### src/rtl/branch_resolve_unit_if.sv
// branch_resolve_unit_if: request/result bundle for branch_resolve_unit.
//   Request side : in_valid, in_ready, funct3, op_a, op_b, pc, imm, pred_taken
//   Result side  : out_valid, out_ready, taken, target, mispredict,
//                  misaligned, illegal
//   master modport: the execute-side driver and fetch-side consumer.
//   slave modport : the resolve unit itself.
interface branch_resolve_unit_if #(
  parameter int unsigned XLEN = 32
);
  logic            in_valid;
  logic            in_ready;
  logic [2:0]      funct3;
  logic [XLEN-1:0] op_a;
  logic [XLEN-1:0] op_b;
  logic [XLEN-1:0] pc;
  logic [XLEN-1:0] imm;
  logic            pred_taken;
  logic            out_valid;
  logic            out_ready;
  logic            taken;
  logic [XLEN-1:0] target;
  logic            mispredict;
  logic            misaligned;
  logic            illegal;

  modport master (
    output in_valid, funct3, op_a, op_b, pc, imm, pred_taken, out_ready,
    input  in_ready, out_valid, taken, target, mispredict, misaligned, illegal
  );

  modport slave (
    input  in_valid, funct3, op_a, op_b, pc, imm, pred_taken, out_ready,
    output in_ready, out_valid, taken, target, mispredict, misaligned, illegal
  );
endinterface

### src/rtl/branch_resolve_unit.sv
// branch_resolve_unit: resolves one conditional branch per handshake.
//   funct3 selects beq/bne/blt/bge/bltu/bgeu; the result (taken, redirect
//   target, mispredict against pred_taken, misaligned target, illegal
//   funct3) is registered in a single output stage with valid/ready flow
//   control. flush drops the held result and any same-cycle request.
// Ports:
//   clk   - clock, rising edge
//   rst_n - synchronous active-low reset
//   flush - discard held result and same-cycle input
//   bus   - branch_resolve_unit_if.slave (request and result handshakes)
//   perf_branches / perf_taken / perf_mispredict (CNT_W each) - saturating
//   counters of delivered results, present only when BRU_PERF_CNT_EN is
//   defined.
// Parameters: XLEN (>= 8) data/PC width, CNT_W perf counter width.
module branch_resolve_unit #(
  parameter int unsigned XLEN  = 32,
  parameter int unsigned CNT_W = 32
) (
  input  logic                 clk,
  input  logic                 rst_n,
  input  logic                 flush,
  branch_resolve_unit_if.slave bus
`ifdef BRU_PERF_CNT_EN
  ,
  output logic [CNT_W-1:0]     perf_branches,
  output logic [CNT_W-1:0]     perf_taken,
  output logic [CNT_W-1:0]     perf_mispredict
`endif
);

  if (XLEN < 8 || CNT_W < 1) begin : g_bad_param
    $error("branch_resolve_unit: XLEN must be >= 8 and CNT_W >= 1");
  end

  logic            eq, lt_s, lt_u;
  logic            cond, bad;
  logic [XLEN-1:0] seq_pc, br_pc;
  logic [XLEN-1:0] nxt_target;
  logic            nxt_misp, nxt_misal;
  logic            accept, out_hs;

  always_comb begin
    eq   = (bus.op_a == bus.op_b);
    lt_s = ($signed(bus.op_a) < $signed(bus.op_b));
    lt_u = (bus.op_a < bus.op_b);
    cond = 1'b0;
    bad  = 1'b0;
    case (bus.funct3)
      3'b000:  cond = eq;
      3'b001:  cond = !eq;
      3'b100:  cond = lt_s;
      3'b101:  cond = !lt_s;
      3'b110:  cond = lt_u;
      3'b111:  cond = !lt_u;
      default: bad  = 1'b1;
    endcase
    // Both sums wrap naturally at XLEN bits.
    seq_pc     = bus.pc + {{(XLEN-3){1'b0}}, 3'd4};
    br_pc      = bus.pc + bus.imm;
    nxt_target = cond ? br_pc : seq_pc;
    // seq_pc is always word aligned relative to pc, so only the taken path
    // can flag a misaligned redirect.
    nxt_misal  = cond && (br_pc[1:0] != 2'b00);
    nxt_misp   = bad || (cond != bus.pred_taken);
  end

  assign bus.in_ready = rst_n && (!bus.out_valid || bus.out_ready);
  assign accept       = bus.in_valid && bus.in_ready && !flush;
  assign out_hs       = bus.out_valid && bus.out_ready;

  always_ff @(posedge clk) begin
    if (!rst_n) begin
      bus.out_valid  <= 1'b0;
      bus.taken      <= 1'b0;
      bus.target     <= '0;
      bus.mispredict <= 1'b0;
      bus.misaligned <= 1'b0;
      bus.illegal    <= 1'b0;
    end else if (flush) begin
      bus.out_valid  <= 1'b0;
    end else if (accept) begin
      bus.out_valid  <= 1'b1;
      bus.taken      <= cond;
      bus.target     <= nxt_target;
      bus.mispredict <= nxt_misp;
      bus.misaligned <= nxt_misal;
      bus.illegal    <= bad;
    end else if (out_hs) begin
      bus.out_valid  <= 1'b0;
    end
  end

`ifdef BRU_PERF_CNT_EN
  // A result delivered in the same cycle as a flush is treated as flushed.
  always_ff @(posedge clk) begin
    if (!rst_n) begin
      perf_branches   <= '0;
      perf_taken      <= '0;
      perf_mispredict <= '0;
    end else if (out_hs && !flush) begin
      if (perf_branches != '1)
        perf_branches <= perf_branches + 1'b1;
      if (bus.taken && perf_taken != '1)
        perf_taken <= perf_taken + 1'b1;
      if (bus.mispredict && perf_mispredict != '1)
        perf_mispredict <= perf_mispredict + 1'b1;
    end
  end
`endif

endmodule

### src/flat_wrapper.sv
// flat-port wrapper written by rule: the top's interface ports become plain ports
module branch_resolve_unit_flat 
#(
  parameter int unsigned XLEN  = 32,
  parameter int unsigned CNT_W = 32
)
  (clk, rst_n, flush, bus_in_valid, bus_funct3, bus_op_a, bus_op_b, bus_pc, bus_imm, bus_pred_taken, bus_out_ready, bus_in_ready, bus_out_valid, bus_taken, bus_target, bus_mispredict, bus_misaligned, bus_illegal);
  branch_resolve_unit_if #(.XLEN(XLEN)) bus_i ();
  input  logic clk;
  input  logic rst_n;
  input  logic flush;
  input wire logic [$bits(bus_i.in_valid)-1:0] bus_in_valid;
  input wire logic [$bits(bus_i.funct3)-1:0] bus_funct3;
  input wire logic [$bits(bus_i.op_a)-1:0] bus_op_a;
  input wire logic [$bits(bus_i.op_b)-1:0] bus_op_b;
  input wire logic [$bits(bus_i.pc)-1:0] bus_pc;
  input wire logic [$bits(bus_i.imm)-1:0] bus_imm;
  input wire logic [$bits(bus_i.pred_taken)-1:0] bus_pred_taken;
  input wire logic [$bits(bus_i.out_ready)-1:0] bus_out_ready;
  output wire logic [$bits(bus_i.in_ready)-1:0] bus_in_ready;
  output wire logic [$bits(bus_i.out_valid)-1:0] bus_out_valid;
  output wire logic [$bits(bus_i.taken)-1:0] bus_taken;
  output wire logic [$bits(bus_i.target)-1:0] bus_target;
  output wire logic [$bits(bus_i.mispredict)-1:0] bus_mispredict;
  output wire logic [$bits(bus_i.misaligned)-1:0] bus_misaligned;
  output wire logic [$bits(bus_i.illegal)-1:0] bus_illegal;
  assign bus_i.in_valid = bus_in_valid;
  assign bus_i.funct3 = bus_funct3;
  assign bus_i.op_a = bus_op_a;
  assign bus_i.op_b = bus_op_b;
  assign bus_i.pc = bus_pc;
  assign bus_i.imm = bus_imm;
  assign bus_i.pred_taken = bus_pred_taken;
  assign bus_i.out_ready = bus_out_ready;
  assign bus_in_ready = bus_i.in_ready;
  assign bus_out_valid = bus_i.out_valid;
  assign bus_taken = bus_i.taken;
  assign bus_target = bus_i.target;
  assign bus_mispredict = bus_i.mispredict;
  assign bus_misaligned = bus_i.misaligned;
  assign bus_illegal = bus_i.illegal;
  branch_resolve_unit #(.XLEN(XLEN), .CNT_W(CNT_W)) u_core (.clk(clk), .rst_n(rst_n), .flush(flush), .bus(bus_i));
endmodule
### config.mk
export PLATFORM = sky130hd
export DESIGN_NAME = branch_resolve_unit_flat
export DESIGN_NICKNAME = d
export VERILOG_FILES = /design/src/rtl/branch_resolve_unit_if.sv /design/src/rtl/branch_resolve_unit.sv /design/src/flat_wrapper.sv
export SDC_FILE = /design/constraint.sdc
export NUM_CORES = 1
export LEC_CHECK = 0
export ABC_AREA = 1
export ABC_CLOCK_PERIOD_IN_PS = 2300
export BUFFER_PORTS_ARGS = -buffer_cell sky130_fd_sc_hd__clkbuf_2
export CELL_PAD_IN_SITES_DETAIL_PLACEMENT = 1
export CELL_PAD_IN_SITES_GLOBAL_PLACEMENT = 1
export CORE_ASPECT_RATIO = 0.75
export CORE_MARGIN = 5
export CORE_UTILIZATION = 32
export DETAILED_ROUTE_END_ITERATION = 7
export HOLD_SLACK_MARGIN = 0.08
export PLACE_DENSITY_LB_ADDON = 0.1
export SLEW_MARGIN = 15
export SYNTH_ARGS = -nofsm -noshare
export SYNTH_HDL_FRONTEND = slang
export SYNTH_SLANG_ARGS = --single-unit
### constraint.sdc
create_clock -name clk -period 2.3 [get_ports clk]
set_clock_uncertainty 0.05 [all_clocks]
set_input_delay 0.345 -clock clk [delete_from_list [all_inputs] [get_ports clk]]
set_output_delay 0.345 -clock clk [all_outputs]
set_load 0.01 [all_outputs]
==> impl_metrics.ini, run 1 <==
[clock_tree]
clk_pin_slew_ps = 70
cts_tree = built
cts_root_buf = clkbuf_16
cts_buffers = 5
cts_sinks = 37
htreeDepth = 2
clockBufferDepth = 2
clk-insertion-delay-late_ps = 280

[grt]
grt_overflow_total = 0
antenna_found_initial = 0
grt_max_degree = 35
grt_pass1_vias = 6660
grt_pass1_wl_um = 34900
track_usage_pct = 22.0

[critical_path]
worstPathMaxFanout = 8
crit_path_top_delay_cell = ha_4
path_cells = buf_6, inv_2, ha_4, nand2_4, nor2_4, nand4_1, nor2_4, nand2_2, o21ai_2, a21oi_2, inv_2, nand3_4, buf_12, buf_6, nand2_4, nand3_2, a21oi_2
crit_arrival_ps = 2490
crit_path_start_kind = primary input
critPathRequiredTime_ps = 2470
critPathKind = primary input to flop
endpoint_kind = flop
slowest_delay_ps = 280

[synthesis]
seq_area_frac_synth_pct = 13.6
syn_avg_cell_area_um2 = 5.94
synth_top_cell_area_share_pct = 14.8
ys_warn_count = 0
syn_nets = 1115
synth_cell_type_count = 35
synth_compound_area_share_pct = 14.7
synthesis.area_um2 = 5430
synth_mux_area_share_pct = 0
yosys_register_bits = 37
synth_cells = 913
synth_top_family_by_area = simple AND/OR/NAND/NOR gates
synthSimpleGateAreaFrac_pct = 36.6
synthAdderAreaFrac_pct = 15.1
synth_top_area_cell = nand2_1
synth_area_leaders = nand2_1 (15%), ha_1 (15%), dfxtp_1 (14%), inv_1 (10%), nor2_1 (9.1%)
synthXorXnorAreaFrac_pct = 7.10

[place]
hpwl_um = 19300
port_buffers = 174
place.gp.congestion = 0.910
placed_cell_area_um2 = 7430
dpl.cell_count = 1410

[status]
status = finished, violations left
violations = setup timing

[timing]
final.min_clock_period_ps = 2320
maxSlewViolCount = 0
hold_viol = 0
layout_setup_ws_ps = -21.6
maxSlewHeadroom_pct = 59.6
worstMarginPinSlew_ps = 599
fmax_ghz = 0.431
rsz0062_at_grt = true
fin_crit_sh_pct = 101
finalSetupViolCount = 1

[finish]
instances_no_fill = 1425
final_area_um2 = 8040
utilization_pct = 48.1
syn_to_final_growth_pct = 48.1
nets = 1411
final_cell_mix = nand2_1 (197), clkbuf_2 (168), inv_1 (140)
layout.cells.most_common = nand2_1
drive_above_1_share_pct = 33.7
antenna_cells = 0

[floorplan]
die_w_um = 160
die-area_um2 = 19700
dieHeight_um = 123
ios = 175
num_rows = 41
initial_utilization_pct = 32.4
coreArea_um2 = 16700

[drt]
drtIter0Drc = 463
wl_um = 23300
detail_route.wl_per_cell_um = 16.4
num_vias = 6933
first_pass_iters = 5
drc = 0
drtAntennaViolNets = 0
vias_per_cell = 4.87

[pwr]
leakagePower_nw = 4.36
power.density_nw_per_um2 = 389
finalPower_w = 0.00313
vdd_drop_max_mv = 0.272

[min_path]
hold_path.class = primary input to flop

[job]
drv_cap = 0
==> power breakdown <==
group	switching (W)	total [W]	internal, W
Combinational	0.000960	0.00174	0.000779
Clock	0.000292	0.000695	0.000404
Sequential	0.0000201	0.000695	0.000675
==> worst max-delay path, delay by kind of cell <==
kind                       cells  cell delay (ps)
buffers and inverters          5              520
adders and majority gates      1              280
and+or+nand+nor                8              980
AOI/OAI and AO/OA              3              330
==> area by class of cell <==
cell class | instances | area, um2
clock buffer | 7 | 133
clock inverter | 1 | 7.51
fill | 2307 | 8690
inverter | 150 | 568
multi-input combinational | 706 | 4310
sequential | 37 | 741
tap | 215 | 269
timing repair buffer | 309 | 2010
==> per-stage QoR <==
stage                     hold WS [ps]  setup WS, ps  setup TNS [ps]
after floorplan                    416          20.6               0
after global placement             405          -198           -3850
after detailed placement           413          -265           -6250
after CTS                          267          31.6               0
after global routing               277         -75.4            -875
final                              265         -21.6           -21.6
==> final timing paths <==
check,depth (start not counted),slack [ps],to,start
max,17,-20,u_core.bus.target[3],bus_op_b[23]
min reg2reg,2,420,u_core.bus.misaligned,u_core.bus.misaligned
max reg2reg,7,670,u_core.bus.target[6],u_core.bus.out_valid
min,3,270,u_core.bus.out_valid,bus_in_valid
==> cell usage after synthesis, drive strengths merged <==
library cell and instances:
or2 1, o21a 8, ha 64, nand2 219, o221ai 2, nand4 27, nor4 1, o211ai 4
nor2 140, xor2 29, a21boi 4, nor3 21, fa 1, o2111ai 1, o21bai 4, clkbuf 7
a31oi 2, nand3 51, a21o 7, inv 150, o21ai 39, dfxtp 37, xnor2 15, a21oi 66
buf 13
==> sequential cells by signal (all words and copies together) (netlist names) <==
signal	count
u_core.bus.illegal	1
u_core.bus.misaligned	1
u_core.bus.mispredict	1
u_core.bus.out_valid	1
u_core.bus.taken	1
u_core.bus.target	32
==> cells by family (layout without fill, tap and decap cells) <==
logic type / after synthesis / count (layout)
AND/OR/NAND/NOR: 460 / 460
AO/OA/AOI/OAI: 137 / 137
buffers and inverters: 170 / 467
XOR/XNOR: 44 / 44
flip-flops: 37 / 37
adder cells (fa/ha/maj): 65 / 65
==> timing repair <==
item                                    in CTS  in global routing
endpoints found under the setup margin       0                 35
buffers inserted                             0                  4
resized for setup                            0                 88
hold buffers                                 0                  0
==> routing by layer <==
metal / track usage [%] / share of wire, % / wire length (um)
met3: 4.13 / 5.7 / 1330
met2: 34.4 / 44 / 10200
met5: 0 / 0 / 0
met4: 1.72 / 0.37 / 87
met1: 32.8 / 50 / 11700
No activity file was read; power rests on OpenSTA's default activity.
==> inputs of run 2 (changes only) <==
CORE_MARGIN = default   (was 5)
==> impl_metrics.ini, run 2 (same netlist as run 1, synthesis figures left out) <==
[status]
status = finished, violations left
violations = DRC, setup timing

[grt]
grt_overflow_total = 0
track_usage_pct = 25.2
grt_pass1_wl_um = 35000
grt_max_degree = 40
grt_pass1_vias = 6598
antenna_found_initial = 0

[timing]
worstMarginPinSlew_ps = 517
maxSlewViolCount = 0
layout_setup_ws_ps = -33.4
timing.hold.ws_ps = 252
fin_crit_sh_pct = 101
rsz0062_at_grt = true
final.min_clock_period_ps = 2330
finalSetupViolCount = 3
maxSlewHeadroom_pct = 65.2
hold_viol = 0
fmax_ghz = 0.429

[job]
drv_cap = 0

[min_path]
hold_path.class = primary input to flop

[pwr]
vdd_drop_max_mv = 0.265
power.density_nw_per_um2 = 393
leakagePower_nw = 4.40
finalPower_w = 0.00320

[drt]
drc = 12
num_vias = 7040
drtIter0Drc = 393
first_pass_iters = 7
wl_um = 23700
drtAntennaViolNets = 0
detail_route.wl_per_cell_um = 16.7
vias_per_cell = 4.95

[critical_path]
worstPathMaxFanout = 5
path_cells = buf_6, inv_2, ha_4, nand2_4, nor2_4, nand4_1, nor2_4, nand2_2, nand2_2, nand2_2, nand3_4, nand3_4, clkbuf_16, nand2_4, nand2_1, o21ai_1, inv_1
path_buf_inv = 4
crit_path_top_delay_cell = ha_4
crit_path_start_kind = primary input
endpoint_kind = flop
critPathRequiredTime_ps = 2430
slowest_delay_ps = 270
cpLargestDelayFamily = simple AND/OR/NAND/NOR gates
critPathKind = primary input to flop
crit_arrival_ps = 2460
cp_common_cell = nand2_2

[finish]
final_cell_mix = nand2_1 (192), clkbuf_2 (168), inv_1 (139)
regMostFlops = u_core.bus.target
drive_above_1_share_pct = 34.8
instances_no_fill = 1421
utilization_pct = 49.9
largest_reg_flops = 32
antenna_cells = 0
layout.cells.most_common = nand2_1
syn_to_final_growth_pct = 50.0
nets = 1413

[clock_tree]
clockBufferDepth = 2
cts_root_buf = clkbuf_16
cts_buffers = 5
cts_sinks = 37
clk-insertion-delay-late_ps = 280
cts_tree = built
holdBufCountCts = 0
htreeDepth = 2
clk_pin_slew_ps = 60

[floorplan]
initial_utilization_pct = 33.3
coreArea_um2 = 16300
num_rows = 40
die-area_um2 = 17500
die_w_um = 152
ios = 175
dieHeight_um = 115

[place]
dpl.cell_count = 1404
place.gp.congestion = 0.869
port_buffers = 174
hpwl_um = 18700
pre_cts_ws_ps = -245
-- run 2: cell types whose count changed in the layout (fill, tap and decap cells not counted), sizes merged --
cell,delta
clkbuf,+1
clkinvlp,-1
nand3,+1
-- run 2: worst paths after layout --
check,startpoint,to,slack (ps),cells past startpoint
worst min register to register,u_core.bus.misaligned,u_core.bus.misaligned,420,2
worst max-delay path,bus_op_b[20],u_core.bus.target[6],-30,17
worst min-delay path,bus_in_valid,u_core.bus.out_valid,250,3
worst max register to register,u_core.bus.out_valid,u_core.bus.target[20],660,8
-- run 2: repair_timing --
action / CTS / global route
buffers inserted: 0 / 2
resized for setup: 0 / 99
setup endpoints to repair: 0 / 35
-- run 2: layout make-up --
cell class	instances	area (um2)
Clock buffer	7	143
Fill cell	2262	8180
Inverter	150	566
Multi-Input combinational cell	707	4380
Sequential cell	37	741
Tap cell	210	263
Timing Repair Buffer	310	2050
-- run 2: worst reg2reg max path, delay by kind of cell, from the launching register on --
kind          cells  cell delay [ps]
buf+inv           3              440
simple gates      5              810
flops             1              300
-- run 2: metal layers --
metal	vias up	track usage [%]	share of wire, %
met5	-	0	0
met2	222	39.1	43
li1	3536	-	-
met3	14	2.56	6.3
met1	3268	38.9	50
met4	0	1.29	0.70
-- run 2: through the flow --
stage | setup TNS, ps | instance area [um2]
floorplan | 0 | 5430
global placement | -5010 | 7410
detailed placement | -6010 | 7410
CTS | 0 | 7550
global route | -1130 | 8140
finish | -75.7 | 8140
-- run 2: where the power goes --
group          leakage (nW)  switching (W)  internal [W]
sequential            0.302      0.0000211      0.000675
clock                0.0700       0.000285      0.000427
combinational          4.02       0.000995      0.000797
total                  4.40        0.00130       0.00190
